==> src/rtl/aes_round_seq.sv <==
// AES round sequencer: accepts a block, issues NR+1 round commands to an external
// datapath and returns the final state. Optional round-wait timeout: AES_RND_TIMEOUT_EN.
module aes_round_seq #(
    parameter int unsigned DATA_W      = 128,
    parameter int unsigned TIMEOUT_CYC = 64
) (
    input  logic              clk_i,
    input  logic              rst_n,
    input  logic              in_valid_i,
    output logic              in_ready_o,
    input  logic [DATA_W-1:0] in_data_i,
    input  logic [1:0]        keylen_i,
    output logic              rnd_start_o,
    output logic [3:0]        rnd_idx_o,
    output logic              rnd_zero_o,
    output logic              rnd_final_o,
    output logic [DATA_W-1:0] rnd_state_o,
    input  logic              rnd_done_i,
    input  logic [DATA_W-1:0] rnd_state_i,
    output logic              out_valid_o,
    input  logic              out_ready_i,
    output logic [DATA_W-1:0] out_data_o,
    output logic              out_err_o,
    input  logic              abort_i,
    output logic              busy_o
);

    localparam logic [1:0] S_IDLE  = 2'd0;
    localparam logic [1:0] S_ISSUE = 2'd1;
    localparam logic [1:0] S_WAIT  = 2'd2;
    localparam logic [1:0] S_OUT   = 2'd3;

    if (TIMEOUT_CYC == 0) begin : g_bad_cfg
        $error("aes_round_seq: TIMEOUT_CYC must be at least 1");
    end

    logic [1:0]        state_q;
    logic [3:0]        idx_q;
    logic [3:0]        nr_q;
    logic [DATA_W-1:0] st_q;
    logic              err_q;
    logic              rdy_q;
    logic              rnd_active;

`ifdef AES_RND_TIMEOUT_EN
    localparam int unsigned CNT_W = $clog2(TIMEOUT_CYC + 1);
    logic [CNT_W-1:0] tmo_q;
`endif

    always_ff @(posedge clk_i or negedge rst_n) begin
        if (!rst_n) begin
            state_q <= S_IDLE;
            idx_q   <= '0;
            nr_q    <= '0;
            st_q    <= '0;
            err_q   <= 1'b0;
            rdy_q   <= 1'b0;
`ifdef AES_RND_TIMEOUT_EN
            tmo_q   <= '0;
`endif
        end else begin
            // rdy_q holds in_ready_o low until the first edge after reset release
            rdy_q <= 1'b1;
            if (abort_i) begin
                state_q <= S_IDLE;
                err_q   <= 1'b0;
            end else begin
                case (state_q)
                    S_IDLE: begin
                        if (in_valid_i && rdy_q) begin
                            idx_q <= '0;
                            if (keylen_i == 2'b11) begin
                                st_q    <= '0;
                                err_q   <= 1'b1;
                                state_q <= S_OUT;
                            end else begin
                                st_q    <= in_data_i;
                                err_q   <= 1'b0;
                                state_q <= S_ISSUE;
                                case (keylen_i)
                                    2'b01:   nr_q <= 4'd12;
                                    2'b10:   nr_q <= 4'd14;
                                    default: nr_q <= 4'd10;
                                endcase
                            end
                        end
                    end
                    S_ISSUE: begin
                        state_q <= S_WAIT;
`ifdef AES_RND_TIMEOUT_EN
                        tmo_q   <= '0;
`endif
                    end
                    S_WAIT: begin
                        if (rnd_done_i) begin
                            st_q <= rnd_state_i;
                            if (idx_q == nr_q) begin
                                state_q <= S_OUT;
                            end else begin
                                idx_q   <= idx_q + 4'd1;
                                state_q <= S_ISSUE;
                            end
                        end
`ifdef AES_RND_TIMEOUT_EN
                        else if (tmo_q == CNT_W'(TIMEOUT_CYC - 1)) begin
                            st_q    <= '0;
                            err_q   <= 1'b1;
                            state_q <= S_OUT;
                        end else begin
                            tmo_q <= tmo_q + 1'b1;
                        end
`endif
                    end
                    S_OUT: begin
                        if (out_ready_i) begin
                            err_q   <= 1'b0;
                            state_q <= S_IDLE;
                        end
                    end
                    default: state_q <= S_IDLE;
                endcase
            end
        end
    end

    // Round command fields are held from ISSUE through WAIT; zero elsewhere
    assign rnd_active  = (state_q == S_ISSUE) || (state_q == S_WAIT);
    assign in_ready_o  = (state_q == S_IDLE) && rdy_q;
    assign rnd_start_o = (state_q == S_ISSUE) && !abort_i;
    assign rnd_idx_o   = rnd_active ? idx_q : '0;
    assign rnd_zero_o  = rnd_active && (idx_q == 4'd0);
    assign rnd_final_o = rnd_active && (idx_q == nr_q);
    assign rnd_state_o = rnd_active ? st_q : '0;
    assign out_valid_o = (state_q == S_OUT) && !abort_i;
    assign out_data_o  = out_valid_o ? st_q : '0;
    assign out_err_o   = out_valid_o && err_q;
    assign busy_o      = (state_q != S_IDLE);

endmodule
==> config.mk <==
export PLATFORM = sky130hd
export DESIGN_NAME = aes_round_seq
export DESIGN_NICKNAME = d
export VERILOG_FILES = /design/src/rtl/aes_round_seq.sv
export SDC_FILE = /design/constraint.sdc
export NUM_CORES = 1
export LEC_CHECK = 0
export BUFFER_PORTS_ARGS = -buffer_cell sky130_fd_sc_hd__buf_2
export CAP_MARGIN = 15
export CORE_AREA = 4 4 206 208
export CTS_BUF_LIST = sky130_fd_sc_hd__clkbuf_4
export CTS_CLUSTER_DIAMETER = 80
export CTS_CLUSTER_SIZE = 10
export DETAILED_ROUTE_END_ITERATION = 7
export DIE_AREA = 0 0 210 212
export PLACE_DENSITY = 0.43
export SYNTH_ARGS = -nofsm -noshare
export SYNTH_HDL_FRONTEND = slang
export SYNTH_SLANG_ARGS = --single-unit
==> constraint.sdc <==
create_clock -name clk_i -period 4.55 [get_ports clk_i]
set_input_delay 0.455 -clock clk_i [delete_from_list [all_inputs] [get_ports clk_i]]
set_output_delay 0.455 -clock clk_i [all_outputs]
set_load 0.01 [all_outputs]
==> key figures, run 1 <==
Status
  – Status: finished clean

Logic synthesis
  – Yosys top cell area share: 0.4021
  – Post-synth EDFFs: 0
  – Yosys top cell by area: dfrtp_1
  – Top-count cell post-synth: nor2_1
  – Syn_nets: between 1000 and 1500
  – Yosys reg bits: between 100 and 150
  – FFs w/ async S/R, synth: 1.000
  – Mapped Area: 8651 µm²
  – Dominant synthesized flop cell: dfrtp_1
  – Synth cell types: 34
  – Total number of yosys warnings: 0
  – Post-synthesis sequential area ratio: 0.4021
  – Syn Inst Count: approximately 940
  – Ranking of synthesized cells by area: dfrtp_1 (40%), and2_1 (19%), a221oi_2 (15%)
  – Top cells by count, synth: nor2_1 (263), and2_1 (259), dfrtp_1 (139), a221oi_2 (87), clkbuf_1 (60)
  – Syn avg cell area: between 9 and 10 µm²

Power and ir drop
  – Clock power share: 0.111
  – Logic pwr share: 0.584
  – Pleak: 6.276 nW
  – Power Total: between 0.007 and 0.008 W
  – Sw Ratio: 0.4706
  – Pwr Density: 641.5 nW/µm²
  – Psw: about 0.0037 W
  – Register share of total power: 0.304
  – Internal power: ~0.0042 W
  – IR drop worst, VDD: between 0.0004 and 0.0005 V

Cells and area
  – # nets final: 1713
  – Final Core Density: 0.3031
  – P&R area growth vs syn: 42.09%
  – Fin area: around 12000 µm²
  – Proportion of layout cells with a drive suffix above 1: 0.4563
  – Fillers: roughly 4400

GRT
  – Initial antenna violation count: 5
  – Gr usage total: 0.1542
  – Grt total ovfl: 0
  – Vias in the first global route: approximately 8700
  – First-pass GRT wire length: between 50 and 60 mm
  – Largest net degree at the start of global routing: roughly 130

Timing
  – Hold Slack: about 0.10 ns
  – Fin crit period: ~3.5 ns
  – RSZ-0062 raised after global routing: false
  – Worst-case headroom to the max-slew limit: 0.2850
  – Least-Margin Pin Slew: 1.073 ns
  – Final hold viol count: 0
  – Setup_tns: 0 ns
  – Layout Skew: approximately 0.016 ns
  – Final period util: 0.7791
  – Setup violators final: 0
  – Peak Freq: 0.2821 GHz
  – Final Max Slew Viols: 0

Worst setup path
  – Crit start category: register
  – Crit. End Element: register
  – CP Launch Point: state_q[0]
  – Setup CP Type: register to register
  – Reg-to-Reg Start: state_q[0]
  – Crit-path max FO: about 50
  – WP data required: 5.08 ns
  – Critical path arrival: between 4 and 5 ns

Drt
  – Count of antenna-violating nets left after detailed routing: 0
  – Routed len/inst: between 15 and 20 µm
  – DR vias/cell: ~4.3
  – 1st-iter DRT viols: 433
  – DRC viols: 0
  – Drt pass-1 iters: 4
  – Via count: roughly 8600
  – Routed wire length: around 36 mm

Floorplanning
  – Row cnt: 74
  – Placeable Area: ~41000 µm²
  – Top-level port count: 531
  – Die height: about 210 µm
  – Die Width: ~210 µm
  – Starting Density: 0.2133
  – Die area: between 40000 and 50000 µm²

Place
  – Final GP Congestion: approximately 0.8
  – Placed cell area: ~12000 µm²
  – IO buf count: between 500 and 600
  – DP Wirelength: between 20 and 30 mm

CTS
  – # resized after CTS: 0
  – CTS tree: yes
  – Clock Latency Late Sink: between 0.5 and 0.6 ns
  – Clock root buffer: clkbuf_4
  – Cts bufs inserted: 17
  – CTS H-tree depth: 4
  – Clock Pin Slew Worst Setup and Hold Paths: 0.14 ns
  – CTS sink cnt: 139
  – Post-CTS Setup Bufs: 0
  – Hold buffers post-CTS: 19
  – Longest Clk Path Bufs: 2

Worst hold path
  – Worst Hold Class: input port to register
  – Worst min-delay path startpoint: in_data_i[94]

Flow run
  – Max Cap Violations: 0
-- metrics by stage --
step           instances  setup slack [ns]
5_1_grt             1987            0.8126
6_report            1988             1.005
3_5_place_dp        1928             1.156
4_1_cts             1978            0.9783
3_3_place_gp        1927             1.163
2_1_floorplan        942             2.411
-- layer usage --
layer	global-route usage	routed length [µm]
met1	0.1980	15170
met2	0.2605	17820
met3	0.04619	2393
met4	0.02948	308
met5	0	24
-- cells by family (layout without fill, tap and decap cells) --
family	count (synthesis)	count (layout)	synth area share
AO/OA/AOI/OAI	141	141	0.2036
flip-flops	139	139	0.4021
multiplexers	3	3	0.003471
XOR/XNOR	3	3	0.003038
buffers and inverters	97	608	0.05424
AND/OR/NAND/NOR	550	550	0.3215
adder cells (fa/ha/maj)	8	8	0.01157
other	1	4	0.0004335
-- power groups by stage --
stage | logic, W | registers, W | clock network (W)
6_report | 0.00461 | 0.00240 | 0.000878
5_1_grt | 0.00516 | 0.00250 | 0.000983
4_1_cts | 0.00468 | 0.00241 | 0.000941
3_5_place_dp | 0.00463 | 0.00244 | 0
3_3_place_gp | 0.00459 | 0.00242 | 0
2_1_floorplan | 0.00313 | 0.00217 | 0
-- registers in the layout, indices dropped and copies added (netlist names) --
| register | flops |
|---|---|
| rdy_q | 1 |
| err_q | 1 |
| nr_q | 3 |
| idx_q | 4 |
| state_q | 2 |
| st_q | 128 |
-- critical path, stage by stage, from the launching register on --
cell and delay, ns:
dfrtp_1 0.43, inv_1 0.16, ha_4 0.59, buf_4 0.61, buf_4 0.76, a221oi_2 0.15
dlygate4sd3_1 0.61, nor2_1 0.08
-- worst paths after layout --
check | endpoint | slack [ns] | cells past startpoint
max | st_q[30] | 1.00 | 7
min | st_q[94] | 0.10 | 3
max reg2reg | st_q[30] | 1.00 | 7
min reg2reg | nr_q[3] | 0.52 | 1
max in group asynchronous | st_q[111] | 3.00 | 3
min in group asynchronous | st_q[66] | 0.51 | 2
-- cell usage in the layout, fill, tap and decap left out, types with 3 or more instances in the layout --
master / n
nor2b_1: 7
clkbuf_4: 17
diode_2: 3
inv_1: 10
ha_1: 6
a221oi_1: 40
buf_2: 529
buf_4: 6
mux2i_1: 3
buf_12: 4
dfrtp_1: 139
bufinv_16: 3
clkinv_1: 5
dlygate4sd3_1: 25
nand2_1: 5
nor2_1: 263
xnor2_1: 3
and2_1: 259
a221oi_2: 87
o21ai_0: 3
a21oi_1: 4
-- cell type report --
class / instances / area (µm²) / share of cell area
multi-input combinational: 706 / 4750 / 0.3864
sequential: 139 / 3478 / 0.2830
timing repair buffer: 567 / 3073 / 0.2500
tap: 532 / 665.6 / 0.05415
clock inverter: 14 / 152.6 / 0.01242
clock buffer: 17 / 127.6 / 0.01038
inverter: 10 / 37.54 / 0.003054
antenna: 3 / 7.507 / 0.0006107
No activity file was read; power rests on OpenSTA's default activity.
==> run 2, diff against run 1 <==
Settings changed: ABC_AREA set to 1, CORE_AREA 4 4 206 208 to 4 4 203 205, DIE_AREA 0 0 210 212 to 0 0 207 209, PLACE_DENSITY 0.43 to 0.47.
Clock period 4.55 ns to 3 ns, I/O delays scaled along.
==> run 2 against run 1 <==
Register-to-register slack got worse by 0.63 ns. Sequential share of layout area fell by 4.6 points. Via count grew 33%. Clock skew increased by 0.0040 ns. Clock power grew 29%. Hold slack gained 0.020 ns. Final cell count increased by 32%. Total power rose by 64%. Critical endpoint is now rnd_state_o[37]. Design area up 20%. Largest power group unchanged.
==> key figures, run 2 <==
Floorplanning
  – Die height: 209 µm (-1.4%)
  – Top-level port count: 531 (unchanged)
  – Die area: 43260 µm² (-2.8%)
  – Placeable Area: 39460 µm² (-2.7%)
  – Starting Density: 0.2239 (+0.01062)
  – Die Width: 207 µm (-1.4%)
  – Row cnt: 73 (-1.4%)

Worst setup path
  – Critical-path cell list: inv_1, ha_4, buf_12, nand2_1, inv_1, buf_2
  – Most frequent cell on the critical path: inv_1
  – CP max stage cell: dfrtp_1
  – Crit start category: register
  – R2R depth: 7 (unchanged)
  – FF-to-FF setup slack: 0.37 ns (-0.63 ns)
  – Crit-path max FO: 131 (+160%)
  – Crit. End Element: output pin
  – Setup CP Type: register to output pin
  – Critical path arrival: 2.41 ns (-1.66 ns)
  – Worst stage delay on the critical path: 0.46 ns (-0.30 ns)
  – FF-to-FF End: st_q[115]
  – Reg-to-Reg Start: state_q[0]
  – WP data required: 2.70 ns (-2.38 ns)

Logic synthesis
  – Syn Inst Count: 1371 (+46%)
  – Syn_nets: 1643 (+35%)
  – Total number of yosys warnings: 0 (unchanged)
  – Mapped Area: 8836 µm² (+2.1%)
  – Yosys top cell by area: dfrtp_1
  – Yosys reg bits: 139 (unchanged)
  – Ranking of synthesized cells by area: dfrtp_1 (39%), nand2_1 (13%), inv_1 (12%)
  – Syn avg cell area: 6.445 µm² (-30%)
  – Yosys top cell area share: 0.3937 (-0.008427)
  – Dominant synthesized flop cell: dfrtp_1
  – Post-synth EDFFs: 0 (unchanged)
  – FFs w/ async S/R, synth: 1.000 (unchanged)
  – Top cells by count, synth: nand2_1 (299), inv_1 (280), nor2_1 (265), dfrtp_1 (139), nand3_1 (133)
  – Synth cell types: 21 (-38%)
  – Top-count cell post-synth: nand2_1
  – Post-synthesis sequential area ratio: 0.3937 (-0.008427)

CTS
  – Clock Pin Slew Worst Setup and Hold Paths: 0.13 ns (about the same)
  – Longest Clk Path Bufs: 2 (unchanged)
  – Clock Latency Late Sink: 0.58 ns (about the same)
  – Post-CTS Setup Bufs: 0 (unchanged)
  – Clock root buffer: clkbuf_4
  – CTS H-tree depth: 4 (unchanged)
  – CTS tree: yes
  – Cts bufs inserted: 17 (unchanged)
  – CTS sink cnt: 139 (unchanged)

Status
  – Status: finished clean

Worst hold path
  – WHS Path Cells: 4 (+1)
  – Worst Hold Class: input port to register
  – Worst min-delay path startpoint: keylen_i[1]
  – Worst Hold Path EP: nr_q[1]

GRT
  – Vias in the first global route: 11560 (+33%)
  – Grt total ovfl: 0 (unchanged)
  – First-pass GRT wire length: 61.25 mm (+14%)
  – Largest net degree at the start of global routing: 132 (unchanged)
  – Initial antenna violation count: 5 (unchanged)
  – Gr usage total: 0.1724 (+0.01817)

Cells and area
  – # nets final: 2363 (+38%)
  – P&R area growth vs syn: 66.34%
  – Commonest cells after routing, fill and taps aside: buf_2 (529), nand2_1 (298), inv_1 (278)
  – Top reg by flops: st_q
  – Largest register FFs: 128 (unchanged)
  – Most common cell after layout, fill and taps aside: buf_2
  – Proportion of layout cells with a drive suffix above 1: 0.2750 (-0.1813)
  – Final Core Density: 0.3725 (+0.06940)
  – Fillers: 4295 (-2.0%)
  – Regs by FF count: st_q x128, idx_q x4, nr_q x3

Timing
  – Worst-case headroom to the max-slew limit: 0.5269 (+0.2419)
  – Peak Freq: 0.3693 GHz
  – Final worst slack: 0.2925 ns (-0.7125 ns)
  – Layout Skew: 0.02013 ns (+0.003975 ns)
  – Least-Margin Pin Slew: 0.7097 ns (-0.3628 ns)
  – Final hold viol count: 0 (unchanged)
  – RSZ-0062 raised after global routing: false
  – Setup violators final: 0 (unchanged)
  – Final period util: 0.9025
  – Setup_tns: 0 ns (unchanged)
  – Final Max Slew Viols: 0 (unchanged)
  – Fin crit period: roughly 2.7 ns
  – Hold Slack: 0.1209 ns (+0.01964 ns)

Power and ir drop
  – Pwr Density: 878.6 nW/µm² (+37%)
  – Pleak: 8.820 nW (+41%)
  – IR drop worst, VDD: 0.0004642 V (-6.3%)

Drt
  – DR vias/cell: 4.349 (+0.80%)
  – Routed wire length: 38.49 mm (+7.8%)
  – Via count: 11430 (+33%)
  – Routed len/inst: 14.64 µm (-19%)
  – 1st-iter DRT viols: 507 (+17%)
  – Count of antenna-violating nets left after detailed routing: 0 (unchanged)
  – Drt pass-1 iters: 5 (+1)
  – DRC viols: 0 (unchanged)

Place
  – DP Wirelength: 26.88 mm (+0.71%)
  – IO buf count: 530 (unchanged)
  – Final GP Congestion: 0.8461 (+8.9%)
  – Pre-CTS setup slack: 0.9594 ns (-0.1970 ns)

Flow run
  – Max Cap Violations: 0 (unchanged)
run 2: cell families (layout without fill, tap and decap cells):
group                    after synthesis  in the layout  share of synthesized area
buffers and inverters                382           1113                     0.1777
AO/OA/AOI/OAI                        136            136                    0.09558
XOR/XNOR                               1              1                  0.0009914
flip-flops                           139            139                     0.3937
adder cells (fa/ha/maj)                8              8                    0.01133
other                                  1              3                  0.0004244
AND/OR/NAND/NOR                      704            704                     0.3203
run 2: layer usage:
layer  vias to the layer above  wire, µm  GRT usage
li1                       5609         -          -
met1                      5300     15900     0.2061
met2                       467     18710     0.2978
met3                        55      2706    0.04639
met4                         2      1151    0.06338
met5                         -        12          0
run 2: worst max path at each step:
stage	from	endpoint	slack, ns	cells after the start
3_3_place_gp	keylen_i[0]	st_q[59]	1.0	6
6_report	state_q[1]	rnd_state_o[37]	0.29	6
3_5_place_dp	state_q[0]	st_q[118]	0.96	6
4_1_cts	state_q[0]	rnd_state_o[37]	0.26	6
5_1_grt	state_q[0]	rnd_zero_o	0.1	6
2_1_floorplan	state_q[0]	rnd_state_o[100]	1.16	7
run 2: final cells by class:
type                       instances  area [µm²]  area share
inverter                         281        1060     0.07210
sequential                       139        3478      0.2367
antenna                            2       5.005   0.0003405
multi-input combinational        850        3820      0.2599
clock inverter                    10       78.83    0.005363
tap                              525       656.9     0.04469
timing repair buffer             802        5449      0.3707
clock buffer                      20       150.1     0.01022
run 2: per-stage QoR:
stage | instance area (µm²) | instances | total power, W
2_1_floorplan | 8836 | 1371 | 0.007555
3_3_place_gp | 11870 | 2338 | 0.009948
3_5_place_dp | 11870 | 2338 | 0.01001
4_1_cts | 14690 | 2627 | 0.01295
5_1_grt | 14700 | 2629 | 0.01414
6_report | 14700 | 2629 | 0.01291
run 2: what timing repair did:
action / CTS / global route
hold buffers: 259 / 0
hold endpoints to repair: 188 / 0
gates resized for setup: 0 / 0
run 2: worst max-delay path, delay by kind of cell (launching register included):
kind | cells | cell delay [ns]
flip-flops | 1 | 0.46
adder cells (fa/ha/maj) | 1 | 0.31
AND/OR/NAND/NOR | 1 | 0.11
buffers and inverters | 4 | 0.72
run 2: power by group:
part	internal, W	switching, W
registers	0.00280	0.000969
logic	0.00385	0.00416
clock network	0.000415	0.000718
==> run 3, diff against run 2 <==
Settings changed: ABC_AREA 1 to unset, CORE_AREA 4 4 203 205 to 4 4 207 209, DIE_AREA 0 0 207 209 to 0 0 211 213, MAX_ROUTING_LAYER set to met4, PLACE_DENSITY 0.47 to 0.45.
==> run 3 against run 2 <==
Die area grew 3.9%. Global-route usage down 1.4 points. Sequential share of layout area decreased by 0.20 points. Clock skew rose by 0.0050 ns. Combinational power grew 2%. Sequential power fell by 4%. Design area grew 0.84%. Worst setup slack worse by 0.14 ns. Non-clock buffer count up 7. Total power increased by 2.9%. Largest cell class unchanged. Highest routed layer is now met4.
==> key figures, run 3 (same netlist as run 1, synthesis figures left out) <==
CTS
  – CTS H-tree depth: 4 (unchanged)
  – Clock root buffer: clkbuf_4
  – CTS sink cnt: 139 (unchanged)
  – CTS tree: yes
  – Cts bufs inserted: 17 (unchanged)
  – Longest Clk Path Bufs: 2 (unchanged)
  – Clock Latency Late Sink: 0.59 ns (about the same)
  – Clock Pin Slew Worst Setup and Hold Paths: 0.13 ns (about the same)

Cells and area
  – Fillers: 4273 (-0.51%)
  – Largest register FFs: 128 (unchanged)
  – Proportion of layout cells with a drive suffix above 1: 0.3980 (+0.1230)
  – Commonest cells after routing, fill and taps aside: buf_2 (529), nor2_1 (263), dlygate4sd3_1 (260)
  – Most common cell after layout, fill and taps aside: buf_2
  – Top reg by flops: st_q
  – Regs by FF count: st_q x128, idx_q x4, nr_q x3
  – Fin area: 14820 µm² (+0.84%)
  – # nets final: 1955 (-17%)
  – P&R area growth vs syn: 71.33%

Timing
  – Hold Slack: 0.1977 ns (+0.07679 ns)
  – Layout Skew: 0.02515 ns (+0.005020 ns)
  – Worst-case headroom to the max-slew limit: 0.4095 (-0.1174)
  – Least-Margin Pin Slew: 0.8857 ns (+0.1760 ns)
  – Final Max Slew Viols: 0 (unchanged)
  – Setup violators final: 0 (unchanged)
  – Peak Freq: 0.3513 GHz (-4.9%)
  – Final period util: 0.9489 (+0.04642)
  – Setup_tns: 0 ns (unchanged)
  – Final hold viol count: 0 (unchanged)
  – Fin crit period: 2.847 ns (+0.1392 ns)
  – RSZ-0062 raised after global routing: false

Power and ir drop
  – Register share of total power: 0.273 (-0.019)
  – Pleak: 7.619 nW (-14%)
  – Logic pwr share: 0.612 (-0.009)
  – Pwr Density: 896.9 nW/µm² (+2.1%)
  – Internal power: 0.007404 W (+4.8%)
  – Psw: 0.005890 W (+0.70%)
  – IR drop worst, VDD: 0.0005414 V (+17%)
  – Sw Ratio: 0.4430 (-0.009902)
  – Power Total: 0.01329 W (+2.9%)
  – Clock power share: 0.115 (+0.027)

Drt
  – Routed wire length: 36.71 mm (-4.6%)
  – Drt pass-1 iters: 5 (unchanged)
  – Via count: 9723 (-15%)
  – Count of antenna-violating nets left after detailed routing: 0 (unchanged)
  – Routed len/inst: 16.44 µm (+12%)
  – 1st-iter DRT viols: 451 (-11%)
  – DRC viols: 0 (unchanged)
  – DR vias/cell: 4.354 (+0.12%)

GRT
  – Grt total ovfl: 0 (unchanged)
  – Largest net degree at the start of global routing: 93 (-30%)
  – Vias in the first global route: 9945 (-14%)
  – First-pass GRT wire length: 55.49 mm (-9.4%)
  – Gr usage total: 0.1587 (-0.01366)
  – Initial antenna violation count: 4 (-1)

Place
  – Placed cell area: 11800 µm² (-0.60%)
  – IO buf count: 530 (unchanged)
  – Final GP Congestion: 0.7836 (-7.4%)
  – DP Wirelength: 26.40 mm (-1.8%)

Floorplanning
  – Top-level port count: 531 (unchanged)
  – Die Width: 211 µm (+1.9%)
  – Die area: 44940 µm² (+3.9%)
  – Starting Density: 0.2119 (-0.01207)
  – Die height: 213 µm (+1.9%)
  – Placeable Area: 40830 µm² (+3.5%)
  – Row cnt: 74 (+1.4%)

Worst hold path
  – Worst Hold Class: input port to async pin

Worst setup path
  – Critical path arrival: 3.35 ns (+0.94 ns)
  – Crit. End Element: register
  – Crit start category: register
  – Crit-path max FO: 69 (-47%)
  – WP data required: 3.50 ns (+0.80 ns)
  – Setup CP Type: register to register

Flow run
  – Max Cap Violations: 0 (unchanged)

Status
  – Status: finished clean
==> run 3: cell types whose count changed in the layout (fill, tap and decap cells not counted), moves of 4 or more <==
| cell | previous run | this run |
|---|---|---|
| nand2_1 | 298 | 5 |
| inv_1 | 278 | 10 |
| and2_1 | 0 | 259 |
| nand3_1 | 133 | 2 |
| a31oi_1 | 128 | 1 |
| a221oi_2 | 0 | 87 |
| a221oi_1 | 0 | 40 |
| nor2b_1 | 0 | 7 |
| a21oi_1 | 0 | 4 |
| bufinv_16 | 1 | 5 |
| o21ai_0 | 7 | 3 |
==> run 3: worst paths after layout <==
path	cells past startpoint	to	from	slack, ns
hold / removal	2	st_q[20]	rst_n	0.20
min in group clk_i	4	err_q	in_valid_i	0.20
setup / recovery	8	st_q[105]	state_q[0]	0.15
hold reg to reg	1	nr_q[3]	nr_q[3]	0.51
setup reg to reg	8	st_q[105]	state_q[0]	0.15
max in group asynchronous	3	st_q[76]	rst_n	1.93
==> run 3: layout make-up <==
| cell class | count | area [µm²] | share of cell area |
|---|---|---|---|
| antenna | 5 | 12.51 | 0.0008442 |
| clock buffer | 20 | 150.1 | 0.01013 |
| clock inverter | 12 | 195.2 | 0.01317 |
| inverter | 10 | 37.54 | 0.002533 |
| multi-input combinational | 706 | 4750 | 0.3204 |
| sequential | 139 | 3478 | 0.2347 |
| tap | 532 | 665.6 | 0.04491 |
| timing repair buffer | 809 | 5533 | 0.3733 |
==> run 3: per-stage QoR <==
| step | util | worst slack (ns) | std cells |
|---|---|---|---|
| floorplan | - | 0.8606 | 942 |
| global placement | 0.2890 | 0.6040 | 1930 |
| detailed placement | 0.2890 | 0.5811 | 1930 |
| CTS | 0.3613 | 0.06370 | 2222 |
| global route | 0.3629 | 0.01495 | 2232 |
| finish | 0.3630 | 0.1532 | 2233 |
==> run 3: worst max-delay path: stages, from the launching register on <==
cell and delay (ns):
dfrtp_1 0.43, inv_1 0.12, ha_4 0.21, a21boi_4 0.16
or4_4 0.56, buf_12 0.22, a221oi_1 0.31, dlygate4sd3_1 0.60
nor2_1 0.04
==> run 3: metal layers <==
layer / GRT usage / part of all wire / vias to the layer above
li1: - / - / 4676
met1: 0.1944 / 0.43 / 4679
met2: 0.2718 / 0.50 / 341
met3: 0.03247 / 0.054 / 27
met4: 0.03465 / 0.014 / 0
met5: - / 0 / -
==> run 3: power groups by stage <==
stage | Sequential, W | Clock (W) | Combinational [W]
final | 0.00363 | 0.00153 | 0.00814
after global routing | 0.00377 | 0.00170 | 0.00897
after CTS | 0.00364 | 0.00162 | 0.00803
after detailed placement | 0.00367 | 0 | 0.00712
after global placement | 0.00364 | 0 | 0.00705
after floorplan | 0.00328 | 0 | 0.00475
==> run 3: what timing repair did <==
item / CTS / global route
hold buffers: 260 / 0
resized for setup: 1 / 0
gates cloned: 0 / 0
setup endpoints to repair: 1 / 104
pin swaps: 0 / 1
endpoints found under the hold margin: 181 / 0
buffers inserted: 0 / 6
